===== src/rtl/serial_adder_lab6.sv =====
// Multi-cycle adder: adds WIDTH-bit operands BITS_PER_CYCLE bits per clock, N+1 cycles per operation with start/done handshake.
// Optional subtract mode (sub port, A + ~B + 1) is enabled by defining SERIAL_ADDER_SUB_EN.
module serial_adder_lab6 #(
  parameter int unsigned WIDTH          = 8,
  parameter int unsigned BITS_PER_CYCLE = 1
) (
  input  logic             clk,
  input  logic             rst_n,
  input  logic             start,
`ifdef SERIAL_ADDER_SUB_EN
  input  logic             sub,
`endif
  input  logic [WIDTH-1:0] A,
  input  logic [WIDTH-1:0] B,
  output logic             busy,
  output logic             done,
  output logic [WIDTH-1:0] Sum,
  output logic             Carry,
  output logic             Overflow
);

  localparam int unsigned N     = WIDTH / BITS_PER_CYCLE;
  localparam int unsigned CNT_W = (N > 1) ? $clog2(N) : 1;
  localparam logic [CNT_W-1:0] LAST_CNT = CNT_W'(N - 1);

  if ((WIDTH < 2) || ((WIDTH % BITS_PER_CYCLE) != 0)) begin : g_bad_cfg
    $error("serial_adder_lab6: WIDTH must be >= 2 and divisible by BITS_PER_CYCLE");
  end

  typedef enum logic [1:0] {
    IDLE = 2'd0,
    RUN  = 2'd1,
    DONE = 2'd2
  } state_t;

  state_t             state_q;
  logic [WIDTH-1:0]   a_q, b_q, res_q, sum_q;
  logic [CNT_W-1:0]   cnt_q;
  logic               carry_q, busy_q, done_q, cout_q, ovf_q;

  logic [BITS_PER_CYCLE-1:0] chunk_sum;
  logic                      chunk_cout, chunk_cmsb, c;
  logic [WIDTH-1:0]          res_d, b_start;
  logic                      cin_start;

`ifdef SERIAL_ADDER_SUB_EN
  assign b_start   = sub ? ~B : B;
  assign cin_start = sub;
`else
  assign b_start   = B;
  assign cin_start = 1'b0;
`endif

  // Ripple through the current chunk; chunk_cmsb keeps the carry into the chunk's top bit for overflow.
  always_comb begin
    chunk_sum  = '0;
    chunk_cmsb = 1'b0;
    c          = carry_q;
    for (int i = 0; i < BITS_PER_CYCLE; i++) begin
      chunk_cmsb   = c;
      chunk_sum[i] = a_q[i] ^ b_q[i] ^ c;
      c            = (a_q[i] & b_q[i]) | (c & (a_q[i] ^ b_q[i]));
    end
    chunk_cout = c;
  end

  assign res_d = WIDTH'({chunk_sum, res_q} >> BITS_PER_CYCLE);

  always_ff @(posedge clk) begin
    if (!rst_n) begin
      state_q <= IDLE;
      a_q     <= '0;
      b_q     <= '0;
      res_q   <= '0;
      sum_q   <= '0;
      cnt_q   <= '0;
      carry_q <= 1'b0;
      busy_q  <= 1'b0;
      done_q  <= 1'b0;
      cout_q  <= 1'b0;
      ovf_q   <= 1'b0;
    end else begin
      case (state_q)
        RUN: begin
          a_q     <= a_q >> BITS_PER_CYCLE;
          b_q     <= b_q >> BITS_PER_CYCLE;
          res_q   <= res_d;
          carry_q <= chunk_cout;
          cnt_q   <= cnt_q + CNT_W'(1);
          if (cnt_q == LAST_CNT) begin
            state_q <= DONE;
            busy_q  <= 1'b0;
            done_q  <= 1'b1;
            sum_q   <= res_d;
            cout_q  <= chunk_cout;
            ovf_q   <= chunk_cmsb ^ chunk_cout;
          end
        end
        default: begin
          // IDLE and DONE both accept a new start, giving back-to-back operation.
          done_q <= 1'b0;
          if (start) begin
            state_q <= RUN;
            busy_q  <= 1'b1;
            a_q     <= A;
            b_q     <= b_start;
            carry_q <= cin_start;
            cnt_q   <= '0;
          end else begin
            state_q <= IDLE;
            busy_q  <= 1'b0;
          end
        end
      endcase
    end
  end

  assign busy     = busy_q;
  assign done     = done_q;
  assign Sum      = sum_q;
  assign Carry    = cout_q;
  assign Overflow = ovf_q;

endmodule

===== config.mk =====
export PLATFORM = sky130hd
export DESIGN_NAME = serial_adder_lab6
export DESIGN_NICKNAME = d
export VERILOG_FILES = /design/src/rtl/serial_adder_lab6.sv
export SDC_FILE = /design/constraint.sdc
export NUM_CORES = 1
export LEC_CHECK = 0
export CORE_UTILIZATION = 45
export DETAILED_ROUTE_END_ITERATION = 10
export PLACE_DENSITY = 0.77
export SLEW_MARGIN = 10
export SYNTH_ARGS = -nofsm -noshare
export SYNTH_HDL_FRONTEND = slang
export SYNTH_SLANG_ARGS = --single-unit

===== constraint.sdc =====
create_clock -name clk -period 1.3 [get_ports clk]
set_input_delay 0.39 -clock clk [delete_from_list [all_inputs] [get_ports clk]]
set_output_delay 0.39 -clock clk [all_outputs]
set_load 0.1 [all_outputs]

==> metrics, run 1 <==
status=complete, but fails checks; failing checks=negative setup slack; global-route wire length before repair=5.492 mm; Final setup viols=6; Routed WL=3.211 mm; post-synthesis compound-gate area fraction=16.63%; Pint=1845 uW; Placer Congestion=0.6974; Mapped Cells=176; Synth area leaders=dfxtp_1 (49%), mux2i_1 (9.9%), nand2_1 (6.2%); maximum level of the CTS H-tree=2; post-synthesis adder-cell area fraction=2.771%; Die W=62.10 um; sequential element share of the synthesized area=49.27%; Die Area=3856 sq um; clock period minus worst slack=1.309 ns; Synthesis Warnings=0; WP buf/inv=1; Total GRT Usage=18.03%; leading area contributor after synthesis=dfxtp_1; initial DRC count=53; min-delay worst type=flip-flop to flip-flop; r2r worst-path depth=4; power share of the clock group=33.6%; Leak=0.0009786 uW; Initial Util=47.95%; Startpoint Class=flip-flop; final worst slack=-0.008619 ns; synthesis-to-layout area growth=41.96%; Antenna Diode Count=0; vias in the first global route=1308; WL/cell=12.26 um; Die Y=62.10 um; peak supply drop=0.7338 mV; critical path endpoint category=output port; delay-heaviest family, CP=flip-flops; power density over the cells=1064 nW/um^2; combinational family with the most area after synthesis=compound AO/OA/AOI/OAI gates; met3 Track Usage GR=5.699%; max_cap viols=0; switch share=24.88%; grt total ovfl=0; Synth cell types=26; Arrival @ worst endpoint=0.92 ns; Synth Area in XOR/XNOR=0.5389%; Cell Area, Synth=1625 sq um; Tcrit/Tclk final=100.7%; clock buffer depth=2; DRC violations left=0; Reg power frac=53.6%; Clock Tree Root=clkbuf_4; met1 usage=18.41%; cells along the critical path=buf_12; gr busiest metal=met2; skew final=0.01878 ns; post-synth net total=198; core outline area=3390 sq um; CTS Sinks=40; # nets final=237; layout cells sized above 1=27.31%; critical path type=flip-flop to output port; multiplexer share of the synthesized area=9.854%; Final Max Tran Viols=0; Detailed Place HPWL=2.232 mm; Psw=610.9 uW; combinational share of power=12.8%; initial antenna violation count=0; met2 Use GR=34.20%; utilization after layout=68.07%; TritonCTS Buffers=5; PortBufs=30; Simple-Gate Fraction of Synth Area=16.01%; worst rel slew slack=83.17%; Mean Syn Cell Area=9.235 sq um; # rows=21; #FFs+latches synth=40; most common cell in the netlist=dfxtp_1; top post-synthesis cells by count=dfxtp_1 (40), nand2_1 (27), mux2i_1 (16); crit path max fanout=2; prevailing post-synth register cell=dfxtp_1; Hold Path Depth=2; Ports=31; CTS clk-pin slew, worst paths=0.14 ns; CTS tree=built; Final Hold Viols=0; final hold slack=0.4730 ns; via/cell ratio=5.164; EDFF count, synth=0; max incr delay on CP=0.38 ns; share of flip-flops with an asynchronous set or reset=0%; FMAX=764.2 MHz; slowest library cell on the worst path=dfxtp_2; DR pass1 iterations=4; via count=1353; Worst-Margin Slew=0.2524 ns; Crit path depth=1; Worst-Skew Late Latency=0.36 ns; worst path required time=0.91 ns; Routed Antenna Nets=0; pin count of the biggest net entering global routing=26; RSZ-0062 raised after global routing=yes; top cell type's share of synthesized area=49.27%
per-layer routing:
metal | share of wire, % | vias up | routed length, um
li1 | - | 690 | -
met1 | 42 | 615 | 1357
met2 | 51 | 43 | 1642
met3 | 5.1 | 5 | 164
met4 | 1.4 | 0 | 46
met5 | 0 | - | 0
layout make-up:
type                       instances  area (sq um)
clock buffer                       5         37.54
clock inverter                     3         42.54
fill                             246          1082
inverter                           3         11.26
multi-input combinational        121         789.5
sequential                        40         827.0
tap                               46         57.56
timing repair buffer              44         541.8
stage by stage:
step | setup WS, ns | cell area, sq um | TNS, ns | instances | total power (uW)
after floorplan | 0.002612 | 1649 | 0 | 176 | 1521
after global placement | -0.1644 | 2150 | -4.012 | 250 | 1622
after detailed placement | -0.2328 | 2150 | -5.319 | 250 | 1641
after CTS | -0.03138 | 2272 | -0.07412 | 262 | 2457
after global routing | -0.04854 | 2307 | -0.3562 | 262 | 2560
final | -0.008619 | 2307 | -0.02186 | 262 | 2456
placed cells by master (no fill, tap or decap), types with 3 or more instances in the layout:
master / count
o21a_1: 3
o21ai_0: 14
dfxtp_2: 15
clkdlybuf4s50_1: 18
mux2i_1: 16
o211a_1: 4
buf_12: 13
a21oi_1: 14
buf_4: 12
nand3_1: 14
a21boi_1: 8
clkbuf_4: 5
dfxtp_1: 23
nand3b_1: 3
inv_1: 3
nand2_1: 26
nor2_1: 5
state kept, by name (all words and copies together) (netlist names):
register and count:
Carry 1, Overflow 1, Sum 8, a_q 8
b_q 8, carry_q 1, cnt_q 3, done 1
res_q 7, state_q 2
repair_timing:
action / in CTS / in global routing
resized for setup: 7 / 10
setup endpoints to repair: 19 / 42
pin swaps: 0 / 2
gates cloned: 1 / 0
hold buffers: 0 / 0
endpoints found under the hold margin: 0 / 0
setup buffers: 3 / 1
power by group through the flow:
stage / Sequential (uW) / Combinational, uW / Clock [uW]
floorplan: 1350 / 172 / 0
global placement: 1340 / 285 / 0
detailed placement: 1340 / 299 / 0
CTS: 1320 / 305 / 837
global route: 1320 / 346 / 892
finish: 1320 / 315 / 825
final timing paths:
check | from | to | slack [ns]
max reg2reg | a_q[0] | res_q[7] | 0.07
min reg2reg | res_q[7] | res_q[6] | 0.47
min | res_q[7] | res_q[6] | 0.47
max | Sum[4] | Sum[4] | -0.009
logic make-up after synthesis:
group | count (synthesis)
AND/OR/NAND/NOR | 56
AO/OA/AOI/OAI | 44
flip-flops | 40
buffers and inverters | 16
multiplexers | 16
adder cells (fa/ha/maj) | 3
XOR/XNOR | 1
No activity file was read; power rests on OpenSTA's default activity.
==> inputs of run 2 (changes only) <==
==> constraint.sdc (replaced) <==
create_clock -name clk -period 1.3 [get_ports clk]
set_input_delay 0.39 -clock clk [delete_from_list [all_inputs] [get_ports clk]]
set_output_delay 0.39 -clock clk [all_outputs]
set_load 0.005 [all_outputs]
==> run 2 against run 1 <==
The run now ends clean. Combinational power barely moved. Power fell by 7.2%. Via count barely moved. Critical endpoint is now Sum[7]. Worst hold slack got worse by 0.024 ns. Clock skew fell by 0.015 ns. Register-to-register slack got worse by 0.02 ns. Utilization fell by 4.3 points. Fmax rose by 4.9%. Count of clock-buffer cells in the layout rose by 1. Sequential share of layout area rose by 2.1 points. Critical path depth rose by 3. Final cell count rose by 1.1%.
==> metrics, run 2 (synthesized netlist as in run 1, its figures left out) <==
status=complete, no violations; max_cap viols=0; clock period minus worst slack=1.248 ns; peak supply drop=0.8049 mV; grt total ovfl=0; WL/cell=12.09 um; Die Y=62.10 um; global-route wire length before repair=4.995 mm; TNS Setup=0 ns; Worst-Margin Slew=0.2591 ns; RSZ-0062 raised after global routing=yes; Die Area=3856 sq um; Detailed Place HPWL=2.062 mm; most frequent cells in the layout=nand2_1 (26), dfxtp_1 (25), clkdlybuf4s50_1 (18), mux2i_1 (16), dfxtp_2 (15); Final Hold Viols=0; CTS tree=built; clock buffer depth=2; min-delay worst type=flip-flop to flip-flop; DR pass1 iterations=4; # nets final=240; Final setup viols=0; Die W=62.10 um; Worst-Skew Late Latency=0.35 ns; Leak=0.0009628 uW; critical path endpoint category=flip-flop; skew final=0.003937 ns; TritonCTS Buffers=5; Startpoint Class=flip-flop; vias in the first global route=1267; Tcrit/Tclk final=95.98%; core outline area=3390 sq um; Routed WL=3.204 mm; worst path required time=1.55 ns; via count=1352; Hold Path Depth=2; worst rel slew slack=82.73%; worst reg2reg path startpoint=a_q[0]; Ports=31; maximum level of the CTS H-tree=2; Arrival @ worst endpoint=1.50 ns; Total GRT Usage=16.26%; initial antenna violation count=0; power density over the cells=1054 nW/um^2; Power Total=2278 uW; synthesis-to-layout area growth=33.03%; # rows=21; Final Max Tran Viols=0; Initial Util=47.95%; Clock Tree Root=clkbuf_4; PortBufs=30; initial DRC count=47; r2r worst-path depth=4; critical path type=flip-flop to flip-flop; Antenna Diode Count=0; layout cells sized above 1=27.40%; Hold Crit Start=Sum[2]; capturing point of the worst reg2reg path=Sum[7]; via/cell ratio=5.102; Placer Congestion=0.6895; DRC violations left=0; CTS clk-pin slew, worst paths=0.11 ns; Hold Path Sink=Sum[2]; crit path max fanout=2; leading cell type in the layout, fill and taps excluded=nand2_1; final hold slack=0.4491 ns; FMAX=801.5 MHz; pin count of the biggest net entering global routing=30; CTS Sinks=40; Routed Antenna Nets=0; R2R Setup Slk=0.05 ns
## run 2: changes by cell type in the layout (fill, tap and decap cells not counted), sizes merged
cell      delta
bufinv       -1
clkinvlp     -1
clkinv       +1
buf          -9
clkbuf      +13
## run 2: critical path, stage by stage (launching register included)
cell and delay, ns:
dfxtp_2 0.35, inv_1 0.06, fa_2 0.58, nand2_1 0.05
o211a_1 0.12
## run 2: power by group
group          switching [uW]  internal, uW
Sequential               30.0          1280
Clock                     396           257
Combinational             141           170
Total                     567          1710
## run 2: timing repair
item                                    in CTS  in global routing
pin swaps                                    1                  4
hold buffers                                 0                  0
gates resized for setup                     42                 23
endpoints found under the setup margin      22                 48
cloned                                       0                  2
buffers inserted                             4                  2
## run 2: worst max-delay path by stage
stage	slack, ns	to	start
4_1_cts	-0.02	Carry	cnt_q[0]
3_5_place_dp	-0.25	b_q[0]	start
2_1_floorplan	0.005	Carry	cnt_q[0]
5_1_grt	-0.01	Overflow	carry_q
3_3_place_gp	-0.17	b_q[0]	start
6_report	0.05	Sum[7]	a_q[0]
## run 2: metal layers
layer	up-vias	track usage, %	wire (um)
li1	690	-	-
met1	624	15.63	1371
met2	33	31.32	1624
met3	5	5.699	163
met4	0	6.105	44
met5	-	0	0
## run 2: layout make-up
cell class | count | area, sq um
inverters | 3 | 11.26
clock inverters | 2 | 10.01
repair buffers | 47 | 417.9
flip-flops and latches | 40 | 819.5
fillers | 301 | 1227
multi-input cells | 121 | 794.5
clock buffers | 6 | 51.30
well taps | 46 | 57.56
## run 2: per-stage QoR
step	instances	util [%]	cell area, sq um	worst slack, ns
after floorplan	176	-	1632	0.004915
after global placement	249	59.51	2017	-0.1709
after detailed placement	249	59.51	2017	-0.2525
after CTS	261	62.68	2125	-0.01648
after global routing	265	63.79	2162	-0.01198
final	265	63.79	2162	0.05232
